==> config.mk <==
export PLATFORM = sky130hd
export DESIGN_NAME = serializer_piso_flat
export DESIGN_NICKNAME = d
export VERILOG_FILES = /design/src/rtl/serializer_piso_if.sv /design/src/rtl/serializer_piso.sv /design/src/flat_wrapper.sv
export SDC_FILE = /design/constraint.sdc
export NUM_CORES = 1
export LEC_CHECK = 0
export CAP_MARGIN = 15
export CORE_AREA = 4 4 43 45
export DETAILED_ROUTE_END_ITERATION = 8
export DIE_AREA = 0 0 47 49
export MAX_ROUTING_LAYER = met4
export PLACE_DENSITY = 0.72
export REMOVE_ABC_BUFFERS = 1
export SLEW_MARGIN = 30
export SYNTH_ARGS = -nofsm -noshare
export SYNTH_HDL_FRONTEND = slang
export SYNTH_SLANG_ARGS = --single-unit
==> constraint.sdc <==
create_clock -name clk -period 1.9 [get_ports clk]
set_input_delay 0.19 -clock clk [delete_from_list [all_inputs] [get_ports clk]]
set_output_delay 0.19 -clock clk [all_outputs]
set_load 0.01 [all_outputs]
==> src/rtl/serializer_piso_if.sv <==
// Word handshake between an upstream producer and the PISO serializer.
// The producer holds data_in/data_valid stable until data_ready accepts the word.
interface serializer_piso_if #(
    parameter int WIDTH = 4
) ();
    logic [WIDTH-1:0] data_in;
    logic             data_valid;
    logic             data_ready;

    modport master (
        output data_in,
        output data_valid,
        input  data_ready
    );

    modport slave (
        input  data_in,
        input  data_valid,
        output data_ready
    );
endinterface

==> src/rtl/serializer_piso.sv <==
// Parallel-in/serial-out stage with a one-word holding register so that
// consecutive words stream out one bit per clock with no idle gap.
module serializer_piso #(
    parameter int WIDTH     = 4,
    parameter bit MSB_FIRST = 1'b1
) (
    input  logic                 clk,
    input  logic                 nrst,
    serializer_piso_if.slave     up,
    output logic                 serial_out,
    output logic                 bit_valid,
    output logic                 frame_start,
    output logic                 busy
);
    localparam int              CNT_W    = (WIDTH > 2) ? $clog2(WIDTH) : 1;
    localparam logic [CNT_W-1:0] CNT_LAST = CNT_W'(WIDTH - 1);
    localparam logic [CNT_W-1:0] CNT_ONE  = CNT_W'(1);

    typedef enum logic [0:0] {
        ST_IDLE  = 1'b0,
        ST_SHIFT = 1'b1
    } state_t;

    state_t           state_r, state_nxt_s;
    logic [WIDTH-1:0] sreg_r, sreg_nxt_s, sreg_shift_s;
    logic [WIDTH-1:0] hold_r, hold_nxt_s;
    logic [CNT_W-1:0] cnt_r, cnt_nxt_s;
    logic             hold_full_r, hold_full_nxt_s;
    logic             accept_s, last_s;

    // State and datapath registers; reset discards any word in flight or held.
    always_ff @(posedge clk or negedge nrst) begin
        if (!nrst) begin
            state_r     <= ST_IDLE;
            sreg_r      <= {WIDTH{1'b0}};
            hold_r      <= {WIDTH{1'b0}};
            cnt_r       <= {CNT_W{1'b0}};
            hold_full_r <= 1'b0;
        end else begin
            state_r     <= state_nxt_s;
            sreg_r      <= sreg_nxt_s;
            hold_r      <= hold_nxt_s;
            cnt_r       <= cnt_nxt_s;
            hold_full_r <= hold_full_nxt_s;
        end
    end

    // Next-state and datapath update: load, shift, hand over from hold, or drain to idle.
    always_comb begin
        accept_s        = up.data_valid && !hold_full_r;
        last_s          = (cnt_r == CNT_LAST);
        sreg_shift_s    = MSB_FIRST ? {sreg_r[WIDTH-2:0], 1'b0} : {1'b0, sreg_r[WIDTH-1:1]};
        state_nxt_s     = state_r;
        sreg_nxt_s      = sreg_r;
        hold_nxt_s      = hold_r;
        cnt_nxt_s       = cnt_r;
        hold_full_nxt_s = hold_full_r;
        case (state_r)
            ST_IDLE: begin
                if (accept_s) begin
                    sreg_nxt_s  = up.data_in;
                    cnt_nxt_s   = {CNT_W{1'b0}};
                    state_nxt_s = ST_SHIFT;
                end else begin
                    state_nxt_s = ST_IDLE;
                end
            end
            ST_SHIFT: begin
                if (last_s) begin
                    cnt_nxt_s = {CNT_W{1'b0}};
                    // The held word takes priority; a fresh word can only arrive when hold is empty.
                    if (hold_full_r) begin
                        sreg_nxt_s      = hold_r;
                        hold_full_nxt_s = 1'b0;
                    end else if (accept_s) begin
                        sreg_nxt_s = up.data_in;
                    end else begin
                        sreg_nxt_s  = {WIDTH{1'b0}};
                        state_nxt_s = ST_IDLE;
                    end
                end else begin
                    sreg_nxt_s = sreg_shift_s;
                    cnt_nxt_s  = cnt_r + CNT_ONE;
                    if (accept_s) begin
                        hold_nxt_s      = up.data_in;
                        hold_full_nxt_s = 1'b1;
                    end else begin
                        hold_full_nxt_s = hold_full_r;
                    end
                end
            end
            default: begin
                state_nxt_s     = ST_IDLE;
                sreg_nxt_s      = {WIDTH{1'b0}};
                cnt_nxt_s       = {CNT_W{1'b0}};
                hold_full_nxt_s = 1'b0;
            end
        endcase
    end

    // Output decode from registered state only; no path from data_valid to data_ready.
    always_comb begin
        bit_valid     = (state_r == ST_SHIFT);
        frame_start   = (state_r == ST_SHIFT) && (cnt_r == {CNT_W{1'b0}});
        busy          = (state_r == ST_SHIFT) || hold_full_r;
        up.data_ready = !hold_full_r;
        if (state_r == ST_SHIFT) begin
            serial_out = MSB_FIRST ? sreg_r[WIDTH-1] : sreg_r[0];
        end else begin
            serial_out = 1'b0;
        end
    end
endmodule
==> src/flat_wrapper.sv <==
// flat-port wrapper written by rule: the top's interface ports become plain ports
module serializer_piso_flat 
#(
    parameter int WIDTH     = 4,
    parameter bit MSB_FIRST = 1'b1
)
  (clk, nrst, serial_out, bit_valid, frame_start, busy, up_data_in, up_data_valid, up_data_ready);
  serializer_piso_if #(.WIDTH(WIDTH)) up_i ();
  input  logic clk;
  input  logic nrst;
  output logic serial_out;
  output logic bit_valid;
  output logic frame_start;
  output logic busy;
  input wire logic [$bits(up_i.data_in)-1:0] up_data_in;
  input wire logic [$bits(up_i.data_valid)-1:0] up_data_valid;
  output wire logic [$bits(up_i.data_ready)-1:0] up_data_ready;
  assign up_i.data_in = up_data_in;
  assign up_i.data_valid = up_data_valid;
  assign up_data_ready = up_i.data_ready;
  serializer_piso #(.WIDTH(WIDTH), .MSB_FIRST(MSB_FIRST)) u_core (.clk(clk), .nrst(nrst), .up(up_i), .serial_out(serial_out), .bit_valid(bit_valid), .frame_start(frame_start), .busy(busy));
endmodule
==> After elaboration in Yosys (flattened, before gate mapping) <==
Index checks and enable logic that the tools add are counted.
{ "word_totals": {"elab_cells": 33, "in_bits": 7, "out_inout_bits": 5, "reg_bits": 12} }
{ "classes": {"n_reduce_logical": 8, "n_eq_ne": 2, "bitwise": 2, "addsub": 1, "n_mux": 15} }
{ "op_table": {"columns": ["operator", "count"], "rows": [
  ["two-way mux 4 bit", 4],
  ["one-hot mux 4 bit (2 select lines)", 1],
  ["two-way mux 1 bit", 6],
  ["two-way mux 2 bit", 2],
  ["one-hot mux 2 bit (2 select lines)", 1],
  ["AND reduction 3 bit", 1],
  ["adder 2 x 1 -> 2 bit, second input constant", 1],
  ["equality test 2 bit, second input constant", 1],
  ["logical AND 1 bit", 2],
  ["logical NOT 2 bit", 1],
  ["inequality test 2 x 1 -> 1 bit, second input constant", 1],
  ["NOT 1 bit", 2],
  ["one-hot mux 1 bit (2 select lines)", 1],
  ["AND reduction 2 bit", 1],
  ["nonzero test 2 bit", 1],
  ["logical NOT 1 bit", 1],
  ["logical OR 1 bit", 1]
]} }

==> Depth between registers and ports, before layout <==
{ "logic_depth": {"word_depth": 6, "ltp_mapped": 5, "mapped_depth_nobuf": 4} }

==> Least setup slack after synthesis <==
No wires, ideal clock.
{ "synth_timing": {"kind": "register to register", "startpoint": "reg u_core.cnt_r[0]", "endpoint": "reg u_core.hold_r[0]", "path_buffers": 0, "slack_ns": 0.509, "arrival_time_ns": 1.265, "setup_time_ns": 0.125, "required_ns": 1.775, "path_stages_with_launch": 5, "synth_period_minus_slack_ns": 1.391, "path_cell_list": "dfrtp_1 -> ha_1 -> nand2b_4 -> nor2_8 -> mux2_4"} }
{ "synth_via": {"elab_chain_cells": 3} }
{ "synth_rtl": {"columns": ["element", "line_no", "rtl"], "rows": [
  ["start, declared", "serializer_piso.sv:27", "logic [CNT_W-1:0] cnt_r, cnt_nxt_s;"],
  ["start signal, assigned", "serializer_piso.sv:37", "cnt_r <= {CNT_W{1'b0}};"],
  ["start signal, assigned", "serializer_piso.sv:43", "cnt_r <= cnt_nxt_s;"],
  ["equality test 2 bit", "serializer_piso.sv:51", "last_s = (cnt_r == CNT_LAST);"],
  ["NOT 1 bit (no source line)", null, null],
  ["AND reduction 3 bit (no source line)", null, null],
  ["end signal, assigned", "serializer_piso.sv:36", "hold_r <= {WIDTH{1'b0}};"],
  ["end signal, assigned", "serializer_piso.sv:42", "hold_r <= hold_nxt_s;"],
  ["end, declared", "serializer_piso.sv:26", "logic [WIDTH-1:0] hold_r, hold_nxt_s;"]
]} }
Every way passes these cells.
A chain may end at the register's enable or synchronous reset.

==> Final worst setup path <==
{ "layout_timing": {"startpoint": "reg u_core.hold_full_r", "endpoint": "out busy"} }
{ "layout_via": {"elab_chain_cells": 1} }
{ "layout_rtl": {"columns": ["element", "line_no", "rtl"], "rows": [
  ["start, declared", "serializer_piso.sv:28", "logic hold_full_r, hold_full_nxt_s;"],
  ["start signal, assigned", "serializer_piso.sv:44", "hold_full_r <= hold_full_nxt_s;"],
  ["logical OR 1 bit", "serializer_piso.sv:105", "busy = (state_r == ST_SHIFT) || hold_full_r;"],
  ["end, declared", "flat_wrapper.sv:14", "output logic busy;"]
]} }
Every way passes these cells.

==> summary.txt <==
Outcome
  • Run status: completed

Critical path
  • RR Endpoint: u_core.hold_r[3]$_DFFE_PN0P_
  • CP required: 1.71 ns
  • R2R depth: 4
  • Setup Crit Path Kind: flip-flop to output port
  • Worst R2R Start: u_core.cnt_r[0]$_DFFE_PN0P_
  • Worst setup SP type: flip-flop
  • Critical Path AT: 1.56 ns
  • Crit path from: u_core.hold_full_r$_DFFE_PN0P_
  • Flop2flop setup slack: 0.43 ns
  • Critical Path Sink Type: output port
  • Worst Path Max Fanout: 10
  • Setup crit end: busy

Clock tree
  • Clock root buffer: clkbuf_4
  • H-tree levels: 1
  • Skew-Pair Late Insertion Delay: 0.26 ns
  • TritonCTS Buffers: 3
  • Post-CTS setup buffers: 0
  • Reg clk slew, reported paths: 0.07 ns
  • Post-CTS Hold Buffers: 0
  • Post-CTS resize count: 0
  • Maximum root-to-sink buffer count: 2
  • CTS sink cnt: 12
  • CTS tree: built

Global routing
  • Pin count of the biggest net entering global routing: 13
  • Number of global-route vias before repair: 516
  • First-pass GRT wire length: 2.28 mm
  • Initial antenna violation count: 0
  • Overall Global Routing Usage: 0.137
  • Grt ovf: 0

Synthesis
  • Synth top area share: 0.433
  • Synth Warn #: 0
  • Synthesized cell area: 693 µm²
  • Synth unique cells: 30
  • Flops & latches, synth: 12
  • Syn_area_per_cell: 11.4 µm²
  • Post-synth EDFFs: 0
  • Syn Inst Count: 61
  • Cell taking the most area after synthesis: dfrtp_1
  • Post-synthesis async set-or-reset flop share: 1.00
  • Main flop type after synthesis: dfrtp_1
  • Synth area leaders: dfrtp_1, mux2_4, mux2i_1, nand2b_4, ha_1
  • Seq/Total Area, Yosys: 0.433

STA
  • Worst hold slack: 0.281 ns
  • Setup_tns: 0 ns
  • Final Skew: 0.000564 ns
  • Final Hold Viols: 0
  • Fin crit period: 1.75 ns
  • Setup-failing EPs final: 0
  • Final worst path period share: 0.920
  • Max-slew violations: 0
  • Rel. slew slack: 0.635
  • Peak Freq: 0.572 GHz
  • Worst slew pin tran: 0.546 ns
  • RSZ-0062 raised after global routing: no

Route
  • DRT Pass-1 Iters: 5
  • Vias/cell: 5.46
  • DR iter-0 viols: 3
  • Avg WL per Cell: 14.3 µm
  • Residual DRC count: 0
  • Vias: 491
  • Post-Route WL: 1.29 mm
  • Detail Route Antenna Nets: 0

Power
  • PwrDens: 1530 mW/mm²
  • Max VDD drop: 0.000697 V
  • Pwr Total: 1.28 mW
  • Leak: 0.382 nW

Place
  • Detailed Place HPWL: 1.00 mm
  • Input/output buffers: 11
  • Placed inst area: 815 µm²
  • Routability-driven placement congestion ratio: 0.783

Die
  • Die H: 49 µm
  • Initial core utilization: 0.471
  • Horiz. Die Dim: 47 µm
  • Row cnt: 14
  • IO Count: 12
  • Die area: 0.00230 mm²
  • Core ar.: 0.00147 mm²

Cells and area
  • Fillcell total: 126
  • Fin nets: 85
  • Layout cells sized above 1: 0.243
  • Antenna diode count: 0
  • Post-layout util: 0.569
  • Final instance area: 837 µm²
  • Area Growth Syn to Fin: 20.8%

Flow run
  • MaxCap Viol Count: 0

Min path
  • Worst Hold Class: primary input to asynchronous set/reset pin
-- synth_stat cells (all sizes together), types with 2 or more instances --
library cell,count
buf,3
and2b,2
nand2b,2
nand3,2
nand2,3
and2,3
a21oi,2
o21ai,5
mux2,4
nor2,2
mux2i,3
and3,2
ha,2
dfrtp,12
inv,4
o211ai,2
-- state kept, by name (all words and copies together), names as in the netlist --
register / cells
u_core.cnt_r: 2
u_core.sreg_r: 4
u_core.hold_full_r: 1
u_core.hold_r: 4
u_core.bit_valid: 1
-- worst min-delay path by stage --
stage                                               to  slack, ns  cells past startpoint                   startpoint
after global placement     u_core.cnt_r[0]$_DFFE_PN0P_       0.48                      1  u_core.cnt_r[0]$_DFFE_PN0P_
final                     u_core.sreg_r[3]$_DFFE_PN0P_       0.28                      1                         nrst
after floorplan             u_core.bit_valid$_DFF_PN0_      -0.11                      0                         nrst
after global routing      u_core.sreg_r[3]$_DFFE_PN0P_       0.31                      1                         nrst
after detailed placement   u_core.cnt_r[0]$_DFFE_PN0P_       0.49                      1  u_core.cnt_r[0]$_DFFE_PN0P_
after CTS                 u_core.sreg_r[3]$_DFFE_PN0P_       0.30                      1                         nrst
-- final cells by class --
| type | instances | area [µm²] | share of cell area |
|---|---|---|---|
| Inverter | 4 | 15.0 | 0.0179 |
| Timing Repair Buffer | 13 | 125 | 0.149 |
| Sequential cell | 12 | 300 | 0.359 |
| Tap cell | 16 | 20.0 | 0.0239 |
| Clock buffer | 3 | 22.5 | 0.0269 |
| Multi-Input combinational cell | 42 | 354 | 0.423 |
-- report_power, final --
part | leakage [nW] | switching, mW | internal, mW
logic | 0.224 | 0.283 | 0.366
registers | 0.144 | 0.102 | 0.376
clock network | 0.0138 | 0.0767 | 0.0731
total | 0.382 | 0.462 | 0.815
-- cells by family (layout without fill, tap and decap cells) --
kind of cell | Yosys count | after routing | synth area share
buf+inv | 7 | 20 | 0.0559
simple gates | 20 | 20 | 0.226
compound gates | 13 | 13 | 0.119
flops | 12 | 12 | 0.433
mux | 7 | 7 | 0.130
fa+ha+maj | 2 | 2 | 0.0361
-- stage by stage --
| step | setup slack, ns | cells |
|---|---|---|
| 2_1_floorplan | 0.502 | 58 |
| 3_3_place_gp | 0.412 | 87 |
| 3_5_place_dp | 0.383 | 87 |
| 4_1_cts | 0.143 | 90 |
| 5_1_grt | 0.0672 | 90 |
| 6_report | 0.151 | 90 |
-- placed cells by master, fill, tap and decap left out, types with 3 or more instances in the layout --
cell type and n:
dfrtp_1 12, clkdlybuf4s50_1 11, inv_1 4, o21ai_0 4
mux2_4 4, nand2_1 3, mux2i_1 3, clkbuf_4 3
-- critical path, cell delays in order, from the launching register on --
cell,delay (ns)
dfrtp_1,0.50
or2_2,0.32
clkdlybuf4s50_1,0.48
-- per-layer routing --
layer | track usage | routed length (µm) | vias up
met2 | 0.195 | 601 | 12
li1 | - | - | 241
met4 | 0.0415 | 0 | 0
met1 | 0.192 | 612 | 238
met3 | 0.0332 | 73 | 0
met5 | - | 0 | -
(Power assumes the default switching activity.)
